==> src/rtl/mips_ctrl_pkg.sv <==
// mips_ctrl_pkg: shared definitions for the MIPS control path.
// Holds opcode values, funct-compatible ALU codes, memory access size
// encodings and the per-stage control bundle structs. The bundle is nested
// so that each pipeline stage keeps only the fields that later stages use.
package mips_ctrl_pkg;

  localparam logic [5:0] OP_RTYPE = 6'b000000;
  localparam logic [5:0] OP_BEQ   = 6'b000100;
  localparam logic [5:0] OP_BNE   = 6'b000101;
  localparam logic [5:0] OP_ADDI  = 6'b001000;
  localparam logic [5:0] OP_ADDIU = 6'b001001;
  localparam logic [5:0] OP_SLTI  = 6'b001010;
  localparam logic [5:0] OP_SLTIU = 6'b001011;
  localparam logic [5:0] OP_ANDI  = 6'b001100;
  localparam logic [5:0] OP_ORI   = 6'b001101;
  localparam logic [5:0] OP_XORI  = 6'b001110;
  localparam logic [5:0] OP_LUI   = 6'b001111;
  localparam logic [5:0] OP_LB    = 6'b100000;
  localparam logic [5:0] OP_LH    = 6'b100001;
  localparam logic [5:0] OP_LW    = 6'b100011;
  localparam logic [5:0] OP_LBU   = 6'b100100;
  localparam logic [5:0] OP_LHU   = 6'b100101;
  localparam logic [5:0] OP_LWU   = 6'b100111;
  localparam logic [5:0] OP_SB    = 6'b101000;
  localparam logic [5:0] OP_SH    = 6'b101001;
  localparam logic [5:0] OP_SW    = 6'b101011;

  localparam logic [5:0] ALU_ADD  = 6'b100000;
  localparam logic [5:0] ALU_ADDU = 6'b100001;
  localparam logic [5:0] ALU_SUB  = 6'b100010;
  localparam logic [5:0] ALU_AND  = 6'b100100;
  localparam logic [5:0] ALU_OR   = 6'b100101;
  localparam logic [5:0] ALU_XOR  = 6'b100110;
  localparam logic [5:0] ALU_SLT  = 6'b101010;
  localparam logic [5:0] ALU_SLTU = 6'b101011;
  localparam logic [5:0] ALU_LUI  = 6'b111111;

  typedef enum logic [1:0] {
    MSZ_BYTE = 2'b00,
    MSZ_HALF = 2'b01,
    MSZ_WORD = 2'b10
  } mem_size_e;

  typedef struct packed {
    logic reg_write;
    logic mem_to_reg;
  } wb_ctrl_t;

  typedef struct packed {
    logic      mem_read;
    logic      mem_write;
    mem_size_e mem_size;
    logic      mem_unsigned;
    wb_ctrl_t  wb;
  } mem_ctrl_t;

  typedef struct packed {
    logic [5:0] alu_ctrl;
    logic       alu_src;
    logic       branch;
    logic       branch_ne;
    mem_ctrl_t  mem;
  } ex_ctrl_t;

  typedef struct packed {
    logic     reg_dst;   // 1 = destination is rd (R-type), 0 = rt
    ex_ctrl_t ex;
  } id_ctrl_t;

  // Loads and stores encode their access width in the low two opcode bits:
  // x00 byte, x01 half, x11 word.
  function automatic mem_size_e size_of_op(input logic [5:0] op);
    case (op[1:0])
      2'b00:   return MSZ_BYTE;
      2'b01:   return MSZ_HALF;
      default: return MSZ_WORD;
    endcase
  endfunction

endpackage

==> src/rtl/ctrl_decoder.sv <==
// ctrl_decoder: combinational MIPS opcode/funct decoder.
// Ports:
//   i_op      opcode field
//   i_funct   funct field (used as the ALU code for R-type)
//   o_ctrl    decoded control bundle (all zero for unknown opcodes)
//   o_illegal 1 when the opcode is not recognised
// Destination-zero suppression and valid gating are left to the caller so
// the single-cycle path can reuse this block unchanged.
module ctrl_decoder
  import mips_ctrl_pkg::*;
(
  input  logic [5:0] i_op,
  input  logic [5:0] i_funct,
  output id_ctrl_t   o_ctrl,
  output logic       o_illegal
);

  function automatic id_ctrl_t imm_op(input logic [5:0] alu);
    id_ctrl_t c;
    c = '0;
    c.ex.alu_ctrl         = alu;
    c.ex.alu_src          = 1'b1;
    c.ex.mem.wb.reg_write = 1'b1;
    return c;
  endfunction

  function automatic id_ctrl_t load_op(input logic [5:0] op);
    id_ctrl_t c;
    c = imm_op(ALU_ADD);
    c.ex.mem.mem_read      = 1'b1;
    c.ex.mem.mem_size      = size_of_op(op);
    c.ex.mem.mem_unsigned  = op[2];
    c.ex.mem.wb.mem_to_reg = 1'b1;
    return c;
  endfunction

  function automatic id_ctrl_t store_op(input logic [5:0] op);
    id_ctrl_t c;
    c = '0;
    c.ex.alu_ctrl      = ALU_ADD;
    c.ex.alu_src       = 1'b1;
    c.ex.mem.mem_write = 1'b1;
    c.ex.mem.mem_size  = size_of_op(op);
    return c;
  endfunction

  always_comb begin
    o_ctrl    = '0;
    o_illegal = 1'b0;
    case (i_op)
      OP_RTYPE: begin
        o_ctrl.reg_dst              = 1'b1;
        o_ctrl.ex.alu_ctrl          = i_funct;
        o_ctrl.ex.mem.wb.reg_write  = 1'b1;
      end
      OP_ADDI:  o_ctrl = imm_op(ALU_ADD);
      OP_ADDIU: o_ctrl = imm_op(ALU_ADDU);
      OP_SLTI:  o_ctrl = imm_op(ALU_SLT);
      OP_SLTIU: o_ctrl = imm_op(ALU_SLTU);
      OP_ANDI:  o_ctrl = imm_op(ALU_AND);
      OP_ORI:   o_ctrl = imm_op(ALU_OR);
      OP_XORI:  o_ctrl = imm_op(ALU_XOR);
      OP_LUI:   o_ctrl = imm_op(ALU_LUI);
      OP_LB, OP_LH, OP_LW, OP_LBU, OP_LHU, OP_LWU: o_ctrl = load_op(i_op);
      OP_SB, OP_SH, OP_SW: o_ctrl = store_op(i_op);
      OP_BEQ, OP_BNE: begin
        o_ctrl.ex.alu_ctrl  = ALU_SUB;
        o_ctrl.ex.branch    = 1'b1;
        o_ctrl.ex.branch_ne = i_op[0];
      end
      default: o_illegal = 1'b1;
    endcase
  end

endmodule

==> src/rtl/pipelined_control_unit.sv <==
// pipelined_control_unit: decodes the ID-stage instruction and carries its
// control bundle through the ID/EX, EX/MEM and MEM/WB control registers,
// with load-use stall, branch flush and memory-stall freeze.
// Ports:
//   clk, rst_n                 clock, asynchronous active-low reset
//   id_valid/op/funct/rs/rt/rd IF/ID instruction fields
//   ex_branch_taken            branch resolved taken in EX (flush)
//   mem_stall                  data memory busy (freeze whole pipeline)
//   stall_id, flush_if_id      combinational hazard controls for IF/ID
//   ex_*                       ID/EX control register outputs
//   mem_*                      EX/MEM control register outputs
//   wb_*                       MEM/WB control register outputs
//   illegal_op                 one-cycle pulse per accepted illegal opcode
module pipelined_control_unit
  import mips_ctrl_pkg::*;
#(
  parameter int ALUCTRL_W = 6,
  parameter int REG_AW    = 5,
  parameter int HAZARD_EN = 1
) (
  input  logic                 clk,
  input  logic                 rst_n,
  input  logic                 id_valid,
  input  logic [5:0]           id_op,
  input  logic [5:0]           id_funct,
  input  logic [REG_AW-1:0]    id_rs,
  input  logic [REG_AW-1:0]    id_rt,
  input  logic [REG_AW-1:0]    id_rd,
  input  logic                 ex_branch_taken,
  input  logic                 mem_stall,
  output logic                 stall_id,
  output logic                 flush_if_id,
  output logic [ALUCTRL_W-1:0] ex_alu_control,
  output logic                 ex_alu_src,
  output logic                 ex_branch,
  output logic                 ex_branch_ne,
  output logic [REG_AW-1:0]    ex_wr_addr,
  output logic                 mem_write,
  output logic                 mem_read,
  output logic [1:0]           mem_size,
  output logic                 mem_unsigned,
  output logic                 wb_reg_write,
  output logic                 wb_mem_to_reg,
  output logic [REG_AW-1:0]    wb_wr_addr,
  output logic                 illegal_op
);

  id_ctrl_t          w_dec;
  logic              w_dec_illegal;
  logic [REG_AW-1:0] w_dest;
  logic              w_reads_rt;
  logic              w_load_use;
  ex_ctrl_t          w_id_ctrl;
  logic [REG_AW-1:0] w_id_addr;

  ex_ctrl_t          r_ex;
  logic [REG_AW-1:0] r_ex_addr;
  mem_ctrl_t         r_mem;
  logic [REG_AW-1:0] r_mem_addr;
  wb_ctrl_t          r_wb;
  logic [REG_AW-1:0] r_wb_addr;
  logic              r_illegal;

  ctrl_decoder u_dec (
    .i_op      (id_op),
    .i_funct   (id_funct),
    .o_ctrl    (w_dec),
    .o_illegal (w_dec_illegal)
  );

  assign w_dest     = w_dec.reg_dst ? id_rd : id_rt;
  // R-type, stores and branches are the only formats that read rt.
  assign w_reads_rt = w_dec.reg_dst | w_dec.ex.mem.mem_write | w_dec.ex.branch;

  // An empty IF/ID slot reads no registers, so it never causes a stall.
  assign w_load_use = (HAZARD_EN != 0) && id_valid && r_ex.mem.mem_read &&
                      (r_ex_addr != '0) &&
                      ((r_ex_addr == id_rs) || (w_reads_rt && (r_ex_addr == id_rt)));

  // Gate the decoded bundle with id_valid and drop writes to register 0.
  // The write address is zeroed whenever nothing is written so bubbles and
  // stores/branches carry a clean address down the pipe.
  always_comb begin
    w_id_ctrl = '0;
    w_id_addr = '0;
    if (id_valid) begin
      w_id_ctrl                  = w_dec.ex;
      w_id_ctrl.mem.wb.reg_write = w_dec.ex.mem.wb.reg_write && (w_dest != '0);
      if (w_id_ctrl.mem.wb.reg_write) w_id_addr = w_dest;
    end
  end

  // rst_n gating keeps these quiet while the pipeline is held in reset.
  assign stall_id    = rst_n && (mem_stall || (!ex_branch_taken && w_load_use));
  assign flush_if_id = rst_n && !mem_stall && ex_branch_taken;

  // ID/EX, EX/MEM, MEM/WB stage registers. mem_stall freezes all of them.
  // illegal_op is cleared while frozen or squashed so a held instruction
  // reports only once, on the edge it is actually accepted into EX.
  always_ff @(posedge clk or negedge rst_n) begin
    if (!rst_n) begin
      r_ex       <= '0;
      r_ex_addr  <= '0;
      r_mem      <= '0;
      r_mem_addr <= '0;
      r_wb       <= '0;
      r_wb_addr  <= '0;
      r_illegal  <= 1'b0;
    end else if (mem_stall) begin
      r_illegal  <= 1'b0;
    end else begin
      r_wb       <= r_mem.wb;
      r_wb_addr  <= r_mem_addr;
      r_mem      <= r_ex.mem;
      r_mem_addr <= r_ex_addr;
      if (ex_branch_taken || w_load_use) begin
        r_ex      <= '0;
        r_ex_addr <= '0;
      end else begin
        r_ex      <= w_id_ctrl;
        r_ex_addr <= w_id_addr;
      end
      r_illegal  <= id_valid && w_dec_illegal && !ex_branch_taken && !w_load_use;
    end
  end

  assign ex_alu_control = ALUCTRL_W'(r_ex.alu_ctrl);
  assign ex_alu_src     = r_ex.alu_src;
  assign ex_branch      = r_ex.branch;
  assign ex_branch_ne   = r_ex.branch_ne;
  assign ex_wr_addr     = r_ex_addr;
  assign mem_write      = r_mem.mem_write;
  assign mem_read       = r_mem.mem_read;
  assign mem_size       = r_mem.mem_size;
  assign mem_unsigned   = r_mem.mem_unsigned;
  assign wb_reg_write   = r_wb.reg_write;
  assign wb_mem_to_reg  = r_wb.mem_to_reg;
  assign wb_wr_addr     = r_wb_addr;
  assign illegal_op     = r_illegal;

endmodule

==> config.mk <==
export PLATFORM = sky130hd
export DESIGN_NAME = pipelined_control_unit
export DESIGN_NICKNAME = d
export VERILOG_FILES = /design/src/rtl/mips_ctrl_pkg.sv /design/src/rtl/ctrl_decoder.sv /design/src/rtl/pipelined_control_unit.sv
export SDC_FILE = /design/constraint.sdc
export NUM_CORES = 1
export LEC_CHECK = 0
export BUFFER_PORTS_ARGS = -buffer_cell sky130_fd_sc_hd__buf_2
export CAP_MARGIN = 5
export CORE_ASPECT_RATIO = 1.1
export CORE_MARGIN = 2
export CORE_UTILIZATION = 36
export CTS_BUF_LIST = sky130_fd_sc_hd__clkbuf_4 sky130_fd_sc_hd__clkbuf_8 sky130_fd_sc_hd__clkbuf_16
export CTS_CLUSTER_DIAMETER = 60
export DETAILED_ROUTE_END_ITERATION = 10
export PLACE_DENSITY = 0.61
export SLEW_MARGIN = 20
export SYNTH_ARGS = -nofsm -noshare
export SYNTH_HDL_FRONTEND = slang
export SYNTH_HIERARCHICAL = 1
export SYNTH_SLANG_ARGS = --single-unit
==> constraint.sdc <==
create_clock -name clk -period 4.1 [get_ports clk]
set_input_delay 0.82 -clock clk [delete_from_list [all_inputs] [get_ports clk]]
set_output_delay 0.82 -clock clk [all_outputs]
set_load 0.05 [all_outputs]
# --- Word level (Yosys, flattened, before mapping) ---
# Index checks and enable logic that the tools add are counted.
# W data, S select, Z words.
word_totals:
  ff_bits: 41
  inputBits: 32
  output_inout_bits: 29
op_classes:
  eq_ne: 22
  mux: 16
  n_bitwise: 2
  reduce_logical: 29
ops:
  columns: ["op", "count"]
  rows:
  - ["$pmux W6 S10", 1]
  - ["$eq A6 B6 Y1 const B", 9]
  - ["$eq A6 B4 Y1 const B", 8]
  - ["$mux W16", 2]
  - ["$mux W5", 4]
  - ["$reduce_or A20 Y1", 1]
  - ["$reduce_or A17 Y1", 1]
  - ["$reduce_or A15 Y1", 1]
  - ["$eq A6 B3 Y1 const B", 2]
  - ["$logic_and A1 B1 Y1", 12]
  - ["$eq A5 B5 Y1", 2]
  - ["$pmux W5 S2", 1]
  - ["$reduce_bool A5 Y1", 2]
  - ["$reduce_or A10 Y1", 1]
  - ["$logic_not A6 Y1", 1]
  - ["$mux W1", 6]
  - ["$reduce_or A6 Y1", 1]
  - ["$pmux W2 S2", 1]
  - ["$logic_not A1 Y1", 3]
  - ["$logic_or A1 B1 Y1", 3]
  - ["$reduce_or A3 Y1", 1]
  - ["$eq A2 B1 Y1 const B", 1]
  - ["$logic_not A2 Y1", 1]
  - ["$mux W2", 1]
  - ["other kinds (2)", 3]

# --- Depth between registers and ports, before layout ---
depth:
  ltp_word: 11
  mapped_depth: 10
  depth_no_buf: 7

# --- Cells and area by module ---
# Netlist, hierarchy kept.
modules_own_cells:
  columns: ["module", "instances", "cells_each", "area_each_um2", "seq_area_each_um2"]
  rows:
  - ["pipelined_control_unit", 1, 211, 2297.2, 1026.0]
  - ["ctrl_decoder", 1, 47, 284.0, 0.0]

# --- Worst setup path after synthesis ---
# OpenSTA, ideal clock, no wires.
synth_timing:
  path_type: "input-to-output"
  startpoint: "input id_op[0]"
  endpoint: "output stall_id"
  arrival_time_ns: 2.556
  required_ns: 3.280
  path_slack_ns: 0.724
  stages: 8
  path_buffers: 2
  cell_sequence: "buf_2 nor4_2 nand2_1 inv_2 buf_2 o31ai_1 o22ai_1 a22o_1"
synth_lines:
  columns: ["item", "line", "source"]
  rows:
  - ["start, declared", "pipelined_control_unit.sv:24", "input logic [5:0] id_op,"]
  - ["end, declared", "pipelined_control_unit.sv:31", "output logic stall_id,"]

==> results.py <==
metrics = {
    "run_status": {
        "status": "finished clean",
    },
    "detailed_routing": {
        "ant_nets": 0,
        "vias_per_cell": 5.496,
        "drcViolationCount": 0,
        "num_vias": 2116,
        "wl_um": 6436,
        "wl_per_cell_um": 16.72,
        "first_iter_violations": 186,
        "dr.pass1.iters": 4,
    },
    "pwr": {
        "combPwrFrac_pct": 20.7,
        "p_int_mw": 0.5995,
        "cellLeakagePower_nw": 1.391,
        "seqPwrFrac_pct": 49.2,
        "swShare_pct": 32.07,
        "power.density_nw_per_um2": 299.7,
        "power_mw": 0.8825,
        "p_clk_share_pct": 30.1,
        "ir_worst_vdd_uv": 154.3,
        "net-switching-power_mw": 0.2830,
    },
    "global_routing": {
        "gr-usage-all-layers_pct": 17.06,
        "first_global_vias": 2058,
        "overflow": 0,
        "antenna_found_initial": 0,
        "grt_max_degree": 43,
        "grt_pass1_wl_um": 10790,
    },
    "clocking": {
        "hold_buffers": 0,
        "ctsResizeCount": 0,
        "cts-root-buf": "clkbuf_8",
        "post_cts_buffers": 0,
        "cts_sinks": 41,
        "cts_tree": "yes",
        "worst_skew_pair.late_latency_ns": 0.29,
        "htreeDepth": 2,
        "clockBufferDepth": 2,
        "cts_buffers": 5,
        "cts.clk_slew.worst_paths_ns": 0.09,
    },
    "sta": {
        "max_slew_margin_pct": 60.93,
        "fin_setup_tns_ns": 0,
        "max_freq_mhz": 301.5,
        "setup_viol": 0,
        "slew_viol_final": 0,
        "skew_ns": 0.009889,
        "rsz0062_at_grt": "false",
        "tightest_slew_ns": 0.5807,
        "fin_crit_sh_pct": 80.89,
        "fin_crit_ns": 3.317,
        "final_hold_viol_count": 0,
    },
    "synth": {
        "synth_edf_count": 0,
        "syn_nets": 290,
        "synth_largest_area_cell": "dfrtp_1",
        "netlist_area_um2": 2581,
        "synth_seq_cells": 41,
        "syn_avg_cell_area_um2": 10.00,
        "synth-main-ff-cell": "dfrtp_1",
        "synth_cell_types": 47,
        "synth_top_area_share_pct": 39.75,
        "syn-instance-count": 258,
        "yosysSeqAreaShare_pct": 39.75,
        "async_flop_share_pct": 100.0,
        "synth_area_leaders": "dfrtp_1, mux2_2, nand3_1",
        "ys_warn_count": 6,
    },
    "floorplanning": {
        "initial_core_util_pct": 37.05,
        "die_area_um2": 7864,
        "io_pins": 61,
        "core_area_um2": 6967,
        "num_rows": 32,
        "die_w_um": 84.74,
        "die_y_um": 92.81,
    },
    "cells_and_area": {
        "largest_register_ffs": 7,
        "fillCellCount": 725,
        "final_common_cell": "buf_2",
        "diodes": 0,
        "final_layout_size_suffix_gt1_share_pct": 39.33,
        "regMostFlops": "r_ex",
        "area_growth_pct": 14.06,
        "seqCellArea_um2": 1026,
        "multi_input_area_um2": 1365,
        "final_nets": 331,
        "layout_common_cells": "buf_2, dfrtp_1, nand3_1",
    },
    "setup_path": {
        "worstPathArrival_ns": 2.50,
        "cp_slowest_cell": "nor4_2",
        "critPathRequiredTime_ns": 3.28,
        "critPathKind": "input port to output port",
        "crit_family": "buffers and inverters",
        "cp_num_buf_inv": 3,
        "cp_slowest_stage_delay_ns": 0.36,
        "crit_path_end_kind": "output port",
        "crit_top_cell": "buf_2",
        "cp-start-kind": "input port",
        "path_max_fanout": 14,
        "crit_chain": "buf_2, nor4_2, nand2_1, inv_2, o31ai_1, o22ai_2, a22o_1, buf_2",
    },
    "placement": {
        "dp_hpwl_um": 4468,
        "gp_congestion": 0.8591,
        "io_buffers": 60,
    },
    "min_path": {
        "hold_class": "flop to flop",
    },
    "run": {
        "cap_violations": 0,
    },
}
## logic make-up (layout without fill, tap and decap cells)
group           Yosys count  count (layout)  synth area share (%)
compound gates           58              58                 19.58
xor+xnor                 10              10                 3.393
buf+inv                  36              78                 7.610
flops                    41              41                 39.75
mux                      25              25                 10.62
simple gates             88              88                 19.05
## final timing paths
path	from	to	cells past startpoint	slack (ns)
setup reg to reg	ex_wr_addr[1]	ex_wr_addr[0]	5	2.15
min in group asynchronous	rst_n	r_ex[1]	2	0.65
setup / recovery	id_op[0]	stall_id	8	0.78
max in group asynchronous	rst_n	ex_alu_control[5]	2	3.07
hold / removal	wb_mem_to_reg	wb_mem_to_reg	1	0.51
hold reg to reg	wb_mem_to_reg	wb_mem_to_reg	1	0.51
## stage by stage
step	instance area (um^2)	setup WS, ns	std cells	util [%]	hold slack, ns
2_1_floorplan	2581	0.7235	258	-	0.4728
3_5_place_dp	2858	0.8141	377	41.02	0.4899
4_1_cts	2944	0.7926	385	42.26	0.5111
5_1_grt	2944	0.6008	385	42.26	0.5205
6_report	2944	0.7834	385	42.26	0.5051
3_3_place_gp	2858	0.8601	377	41.02	0.4850
## power by group through the flow
stage / combinational (mW) / sequential, mW / clock (mW)
floorplan: 0.0983 / 0.471 / 0
global placement: 0.181 / 0.442 / 0
detailed placement: 0.183 / 0.443 / 0
CTS: 0.183 / 0.434 / 0.275
global route: 0.197 / 0.437 / 0.293
finish: 0.182 / 0.434 / 0.266
## synth_stat cells (6+ instances only)
cell type	number
mux2_2	19
o21ai_1	15
and2_1	8
and3_1	16
nand2_1	7
a22oi_1	6
mux2i_1	6
nand3_1	24
buf_2	9
dfrtp_1	41
xnor2_1	10
buf_4	9
a22oi_2	9
nor2_1	12
clkbuf_1	11
## metal layers
metal	part of all wire (%)	vias to the layer above	GRT usage, %	routed length, um
li1	-	1016	-	-
met1	49	1030	25.81	3175
met2	46	68	25.20	2929
met3	4.6	2	2.317	294
met4	0.57	0	5.159	37
met5	0	-	0	0
## cell type report
type                            instances  share of cell area [%]
Clock buffer                            5                   2.337
Clock inverter                          3                  0.5950
Inverter                                4                  0.5100
Multi-Input combinational cell        181                   46.37
Sequential cell                        41                   34.85
Tap cell                               85                   3.612
Timing Repair Buffer                   66                   11.73
No activity file was read; power rests on OpenSTA's default activity.
